### src/rtl/arm_pipe_pkg.sv
// +----------------------------------------------------------------------+
// | arm_pipe_pkg: shared types and constants for the pipeline control.   |
// | Rev 1.0                                                              |
// +----------------------------------------------------------------------+
`default_nettype none

package arm_pipe_pkg;

  typedef enum logic [1:0] {
    RUN  = 2'b00,
    HALT = 2'b01,
    STEP = 2'b10
  } ctrl_state_t;

  localparam logic [3:0] c_pc_reg    = 4'd15;
  localparam int         c_cnt_width = 16;

endpackage

`default_nettype wire

### src/rtl/pipeline_hazard_controller_if.sv
// +----------------------------------------------------------------------+
// | pipeline_hazard_controller_if: pipeline status in, control out.      |
// | Rev 1.0                                                              |
// +----------------------------------------------------------------------+
`default_nettype none

interface pipeline_hazard_controller_if;
  import arm_pipe_pkg::*;

  logic                   id_valid;
  logic [3:0]             id_rn;
  logic [3:0]             id_rm;
  logic                   id_rn_used;
  logic                   id_rm_used;
  logic                   ex_load;
  logic                   ex_reg_write;
  logic [3:0]             ex_rd;
  logic                   id_branch_taken;
  logic                   halt_req;
  logic                   step;
  logic                   cnt_clear;
  logic                   pc_enable;
  logic                   if_id_enable;
  logic                   cu_mux_nop;
  logic                   if_id_flush;
  logic [c_cnt_width-1:0] stall_count;
  logic [c_cnt_width-1:0] flush_count;
  logic [1:0]             ctrl_state;

  modport master (
    output id_valid, id_rn, id_rm, id_rn_used, id_rm_used,
           ex_load, ex_reg_write, ex_rd, id_branch_taken,
           halt_req, step, cnt_clear,
    input  pc_enable, if_id_enable, cu_mux_nop, if_id_flush,
           stall_count, flush_count, ctrl_state
  );

  modport slave (
    input  id_valid, id_rn, id_rm, id_rn_used, id_rm_used,
           ex_load, ex_reg_write, ex_rd, id_branch_taken,
           halt_req, step, cnt_clear,
    output pc_enable, if_id_enable, cu_mux_nop, if_id_flush,
           stall_count, flush_count, ctrl_state
  );

endinterface

`default_nettype wire

### src/rtl/pipeline_hazard_controller_sat_counter.sv
// +----------------------------------------------------------------------+
// | sat_counter: event counter with synchronous clear and saturation.    |
// | Rev 1.0                                                              |
// +----------------------------------------------------------------------+
`default_nettype none

module sat_counter #(
  parameter int WIDTH = 16
) (
  input  wire logic             clk,
  input  wire logic             reset,
  input  wire logic             clear,
  input  wire logic             inc,
  output logic      [WIDTH-1:0] count
);

  logic [WIDTH-1:0] r_count;

  // Clear wins over a same-cycle increment; the all-ones value is sticky.
  always_ff @(posedge clk or negedge reset) begin
    if (!reset) begin
      r_count <= '0;
    end else if (clear) begin
      r_count <= '0;
    end else if (inc && (r_count != {WIDTH{1'b1}})) begin
      r_count <= r_count + 1'b1;
    end
  end

  assign count = r_count;

endmodule

`default_nettype wire

### src/rtl/pipeline_hazard_controller.sv
// +----------------------------------------------------------------------+
// | pipeline_hazard_controller: load-use stall, branch flush, debug FSM. |
// | Rev 1.0                                                              |
// +----------------------------------------------------------------------+
`default_nettype none

module pipeline_hazard_controller
  import arm_pipe_pkg::*;
(
  input wire logic                   clk,
  input wire logic                   reset,
  pipeline_hazard_controller_if.slave bus
);

  ctrl_state_t r_state;
  ctrl_state_t w_next;
  logic        w_load_use;
  logic        w_stall;
  logic        w_pc_en;
  logic        w_nop;
  logic        w_flush;

  // R15 is the PC and never forwarded through the register file, so it cannot hazard.
  assign w_load_use = bus.ex_load & bus.ex_reg_write & bus.id_valid &
                      (bus.ex_rd != c_pc_reg) &
                      ((bus.id_rn_used & (bus.id_rn == bus.ex_rd)) |
                       (bus.id_rm_used & (bus.id_rm == bus.ex_rd)));

  always_ff @(posedge clk or negedge reset) begin
    if (!reset) begin
      r_state <= RUN;
    end else begin
      r_state <= w_next;
    end
  end

  always_comb begin
    w_next  = r_state;
    w_stall = 1'b0;
    w_pc_en = 1'b0;
    w_nop   = 1'b1;
    w_flush = 1'b0;
    case (r_state)
      RUN: begin
        w_stall = w_load_use;
        w_pc_en = ~w_load_use;
        w_nop   = w_load_use;
        w_flush = bus.id_branch_taken & ~w_load_use;
        if (bus.halt_req) begin
          w_next = HALT;
        end
      end
      HALT: begin
        if (!bus.halt_req) begin
          w_next = RUN;
        end else if (bus.step) begin
          w_next = STEP;
        end
      end
      STEP: begin
        w_stall = w_load_use;
        w_pc_en = ~w_load_use;
        w_nop   = w_load_use;
        w_flush = bus.id_branch_taken & ~w_load_use;
        // Stay until the stepped instruction actually advances.
        if (!w_load_use) begin
          w_next = bus.halt_req ? HALT : RUN;
        end
      end
      default: begin
        w_next = HALT;
      end
    endcase
  end

  // Reset overrides the decode combinationally, not just at the next edge.
  assign bus.pc_enable    = reset & w_pc_en;
  assign bus.if_id_enable = reset & w_pc_en;
  assign bus.cu_mux_nop   = ~reset | w_nop;
  assign bus.if_id_flush  = reset & w_flush;
  assign bus.ctrl_state   = r_state;

  sat_counter #(.WIDTH(c_cnt_width)) u_stall_cnt (
    .clk   (clk),
    .reset (reset),
    .clear (bus.cnt_clear),
    .inc   (reset & w_stall),
    .count (bus.stall_count)
  );

  sat_counter #(.WIDTH(c_cnt_width)) u_flush_cnt (
    .clk   (clk),
    .reset (reset),
    .clear (bus.cnt_clear),
    .inc   (reset & w_flush),
    .count (bus.flush_count)
  );

endmodule

`default_nettype wire
### src/flat_wrapper.sv
// flat-port wrapper written by rule: the top's interface ports become plain ports
module pipeline_hazard_controller_flat import arm_pipe_pkg::*;
  (clk, reset, bus_id_valid, bus_id_rn, bus_id_rm, bus_id_rn_used, bus_id_rm_used, bus_ex_load, bus_ex_reg_write, bus_ex_rd, bus_id_branch_taken, bus_halt_req, bus_step, bus_cnt_clear, bus_pc_enable, bus_if_id_enable, bus_cu_mux_nop, bus_if_id_flush, bus_stall_count, bus_flush_count, bus_ctrl_state);
  pipeline_hazard_controller_if bus_i ();
  input wire logic clk;
  input wire logic reset;
  input wire logic [$bits(bus_i.id_valid)-1:0] bus_id_valid;
  input wire logic [$bits(bus_i.id_rn)-1:0] bus_id_rn;
  input wire logic [$bits(bus_i.id_rm)-1:0] bus_id_rm;
  input wire logic [$bits(bus_i.id_rn_used)-1:0] bus_id_rn_used;
  input wire logic [$bits(bus_i.id_rm_used)-1:0] bus_id_rm_used;
  input wire logic [$bits(bus_i.ex_load)-1:0] bus_ex_load;
  input wire logic [$bits(bus_i.ex_reg_write)-1:0] bus_ex_reg_write;
  input wire logic [$bits(bus_i.ex_rd)-1:0] bus_ex_rd;
  input wire logic [$bits(bus_i.id_branch_taken)-1:0] bus_id_branch_taken;
  input wire logic [$bits(bus_i.halt_req)-1:0] bus_halt_req;
  input wire logic [$bits(bus_i.step)-1:0] bus_step;
  input wire logic [$bits(bus_i.cnt_clear)-1:0] bus_cnt_clear;
  output wire logic [$bits(bus_i.pc_enable)-1:0] bus_pc_enable;
  output wire logic [$bits(bus_i.if_id_enable)-1:0] bus_if_id_enable;
  output wire logic [$bits(bus_i.cu_mux_nop)-1:0] bus_cu_mux_nop;
  output wire logic [$bits(bus_i.if_id_flush)-1:0] bus_if_id_flush;
  output wire logic [$bits(bus_i.stall_count)-1:0] bus_stall_count;
  output wire logic [$bits(bus_i.flush_count)-1:0] bus_flush_count;
  output wire logic [$bits(bus_i.ctrl_state)-1:0] bus_ctrl_state;
  assign bus_i.id_valid = bus_id_valid;
  assign bus_i.id_rn = bus_id_rn;
  assign bus_i.id_rm = bus_id_rm;
  assign bus_i.id_rn_used = bus_id_rn_used;
  assign bus_i.id_rm_used = bus_id_rm_used;
  assign bus_i.ex_load = bus_ex_load;
  assign bus_i.ex_reg_write = bus_ex_reg_write;
  assign bus_i.ex_rd = bus_ex_rd;
  assign bus_i.id_branch_taken = bus_id_branch_taken;
  assign bus_i.halt_req = bus_halt_req;
  assign bus_i.step = bus_step;
  assign bus_i.cnt_clear = bus_cnt_clear;
  assign bus_pc_enable = bus_i.pc_enable;
  assign bus_if_id_enable = bus_i.if_id_enable;
  assign bus_cu_mux_nop = bus_i.cu_mux_nop;
  assign bus_if_id_flush = bus_i.if_id_flush;
  assign bus_stall_count = bus_i.stall_count;
  assign bus_flush_count = bus_i.flush_count;
  assign bus_ctrl_state = bus_i.ctrl_state;
  pipeline_hazard_controller u_core (.clk(clk), .reset(reset), .bus(bus_i));
endmodule
### config.mk
export PLATFORM = sky130hd
export DESIGN_NAME = pipeline_hazard_controller_flat
export DESIGN_NICKNAME = d
export VERILOG_FILES = /design/src/rtl/arm_pipe_pkg.sv /design/src/rtl/pipeline_hazard_controller_if.sv /design/src/rtl/pipeline_hazard_controller_sat_counter.sv /design/src/rtl/pipeline_hazard_controller.sv /design/src/flat_wrapper.sv
export SDC_FILE = /design/constraint.sdc
export NUM_CORES = 1
export LEC_CHECK = 0
export CAP_MARGIN = 20
export CELL_PAD_IN_SITES_DETAIL_PLACEMENT = 1
export CELL_PAD_IN_SITES_GLOBAL_PLACEMENT = 2
export CORE_AREA = 2 2 91 93
export CTS_BUF_LIST = sky130_fd_sc_hd__clkbuf_8 sky130_fd_sc_hd__clkbuf_16
export DETAILED_ROUTE_END_ITERATION = 8
export DIE_AREA = 0 0 93 95
export PLACE_DENSITY = 0.76
export SYNTH_ARGS = -nofsm -noshare
export SYNTH_HDL_FRONTEND = slang
export SYNTH_HIERARCHICAL = 1
export SYNTH_SLANG_ARGS = --single-unit
### constraint.sdc
create_clock -name clk -period 2.1 [get_ports clk]
set_input_delay 0.315 -clock clk [delete_from_list [all_inputs] [get_ports clk]]
set_output_delay 0.315 -clock clk [all_outputs]
set_load 0.02 [all_outputs]
==> results of run 1 <==
-- per-stage QoR --
step / std cells / area, um2 / setup TNS [ps] / hold slack (ps)
3_3_place_gp: 403 / 3010 / -13980 / 485
2_1_floorplan: 227 / 2180 / 0 / 19.4
4_1_cts: 418 / 3210 / 0 / 165
6_report: 421 / 3370 / 0 / 126
5_1_grt: 421 / 3370 / -107 / 174
3_5_place_dp: 403 / 3010 / -15480 / 484
-- state kept, by name (all words and copies together) (netlist names) --
| name | cells |
|---|---|
| u_core/bus.ctrl_state | 2 |
| u_core/u_flush_cnt/count | 16 |
| u_core/u_stall_cnt/count | 16 |
-- routing by layer --
metal	GRT usage, %	routed length [um]	vias up	share of wire [%]
li1	-	-	1041	-
met5	0	0	-	0
met1	19.9	3030	1096	44
met2	29.0	3580	49	52
met3	3.27	235	7	3.4
met4	4.78	103	0	1.5
-- Yosys cell counts, drive strengths merged --
cell and count:
dfrtp 34, a21oi 22, nand2 18, nand4 14, o31ai 14, or4 14
nor4 12, nor2b 10, o21ai 10, clkbuf 8, mux2 8, nor2 8
nand3 7, inv 6, or3 6, xor2 6, and3 5, and4 4
buf 3, nand3b 3, a211oi 2, ha 2, nor3 2, o211ai 2
xnor2 2, a31o 1, a41oi 1, and2 1, nand2b 1, nand4b 1
-- timing repair --
action / 4_1_cts / 5_1_grt
resized for setup: 55 / 48
hold buffers: 0 / 0
buffers inserted: 5 / 3
pin swaps: 23 / 20
gates cloned: 3 / 0
endpoints found under the setup margin: 31 / 31
-- cell families after synthesis --
family	count (synthesis)	share of synthesized area, %
muxes	8	4.20
xor gates and xnor gates	8	3.27
buffers and inverters	17	3.85
adders and majority gates	2	1.17
and+or+nand+nor	106	32.2
DFF	34	39.7
AOI/OAI and AO/OA	52	15.7
-- area by class of cell --
cell class              count  share of cell area, %
multi-input cells         176                   42.6
well taps                 105                   3.90
flip-flops and latches     34                   25.2
inverters                   6                  0.891
clock inverters             2                  0.223
repair inverters            3                  0.631
clock buffers               5                   2.04
repair buffers             90                   24.5
-- worst paths after layout --
path,endpoint,slack (ps),depth (start not counted)
max,u_core/u_flush_cnt/count[6],70,10
min,u_core/u_flush_cnt/count[13],130,2
max reg2reg,u_core/u_stall_cnt/count[9],130,5
min reg2reg,u_core/u_stall_cnt/count[10],610,2
max in group asynchronous,u_core/bus.ctrl_state[1],1650,2
min in group clk,u_core/u_stall_cnt/count[10],610,2
-- power breakdown --
part	total, W	switching (W)	internal [W]
clock network	0.000455	0.000236	0.000219
registers	0.000664	0.00000435	0.000660
logic	0.000211	0.000112	0.0000987
total	0.00133	0.000353	0.000977
==> results.py, run 1 <==
metrics = {
    "floorplan": {
        "die_h_um": 95,
        "core-area_um2": 7930,
        "initial_core_util_pct": 27.1,
        "fp.dieArea_um2": 8840,
        "rows": 33,
        "dieWidth_um": 93,
        "ios": 61,
    },
    "job": {
        "drv_cap": 0,
    },
    "status": {
        "outcome": "finished, final reports clean",
    },
    "route": {
        "wl_per_cell_um": 16.5,
        "dr.pass1.iters": 4,
        "drcViolationCount": 0,
        "wl_mm": 6.95,
        "vias": 2193,
        "ant_nets": 0,
        "avgViaCountPerCell": 5.21,
        "drt-initial-drc-count": 46,
    },
    "timing": {
        "slew_headroom_pct": 66.8,
        "min_period_ps": 2030,
        "finalSetupViolCount": 0,
        "grt_setup_unrepaired": "true",
        "worst_slew_pin_slew_ps": 494,
        "final_max_slew_viol_count": 0,
        "period_share_pct": 96.5,
        "fmax_ghz": 0.494,
        "timing.final.ws_setup_ps": 74.4,
        "finClkSkew_ps": 10.5,
        "final_hold_viol_count": 0,
    },
    "cts": {
        "cts_tree": "built",
        "cts_buffers": 5,
        "htree_levels": 2,
        "clk_path_buf_depth": 2,
        "root_buffer": "clkbuf_8",
        "clock_sinks": 34,
        "clkTransAtPathRegs_ps": 70,
        "clkLatencyLatePin_ps": 280,
    },
    "cells_and_area": {
        "multi_input_area_um2": 1440,
        "areaGrowthSynthToFinish_pct": 57.1,
        "post-route-util_pct": 42.5,
        "layout.nets": 341,
        "mostFrequentLayoutCells": "clkdlybuf4s50_1, dfrtp_1, buf_4",
        "drive_above_1_share_pct": 35.1,
        "diodes": 0,
        "layout_commonest_cell": "clkdlybuf4s50_1",
        "fillers": 920,
        "seqCellArea_um2": 851,
    },
    "placed_design": {
        "gp_congestion": 0.781,
        "place_ws_ps": -562,
        "dp_hpwl_mm": 4.56,
        "io_buffers": 60,
    },
    "setup_path": {
        "worstSetupStartpoint": "bus_id_rn[1]",
        "path_cells": "dlygate4sd2_1 -> xor2_1 -> nor4_2 -> o21ai_2 -> buf_4 -> and3_4 -> inv_6 -> buf_4 -> or4_4 -> a21oi_2",
        "slowest_stage": "or4_4",
        "worstPathArrival_ps": 2250,
        "reg2reg_from": "u_core/u_stall_cnt/count[0]",
        "critPathMaxStageDelay_ps": 500,
        "critPathKind": "input port to flop",
        "cp_num_buf_inv": 4,
        "crit_fanout": 6,
        "start_kind": "input port",
        "critPathTopFamily": "simple AND/OR/NAND/NOR gates",
        "crit_path_frequent_cell": "buf_4",
        "endpoint_kind": "flop",
        "critPathRequiredTime_ps": 2320,
    },
    "power": {
        "total_power_w": 0.00133,
        "leakagePower_nw": 1.34,
        "powerDensity_nw_per_um2": 394,
        "peakVddDrop_v": 0.000161,
    },
    "yosys": {
        "synth-seq-cells": 34,
        "yosysSeqAreaShare_pct": 39.7,
        "synth_top_area_share_pct": 39.7,
        "yosysWarnings": 6,
        "synthTopCellsByArea": "dfrtp_1, a21oi_1, o31ai_1",
        "synth_top_cell_by_area": "dfrtp_1",
        "syn_area_um2": 2150,
        "syn_inst": 227,
        "synth.avg_cell_area_um2": 9.45,
        "synth_cell_types": 39,
        "synth_nets": 252,
    },
    "grt": {
        "antenna_found_initial": 0,
        "grt_max_degree": 41,
        "grt_pass1_wl_mm": 11.4,
        "grt.total_usage_pct": 16.3,
        "overflow": 0,
        "grt_pass1_vias": 2302,
    },
    "worst_hold_path": {
        "hold_class": "input port to asynchronous set/reset pin",
    },
}
Note: power is estimated with default switching activity, not from simulation.
==> run 2: changes to the inputs <==
Settings changed: CTS_CLUSTER_SIZE from default to 14.
==> results of run 2 <==
Same layout as run 1: the final DEF is identical, and so are final timing and power.
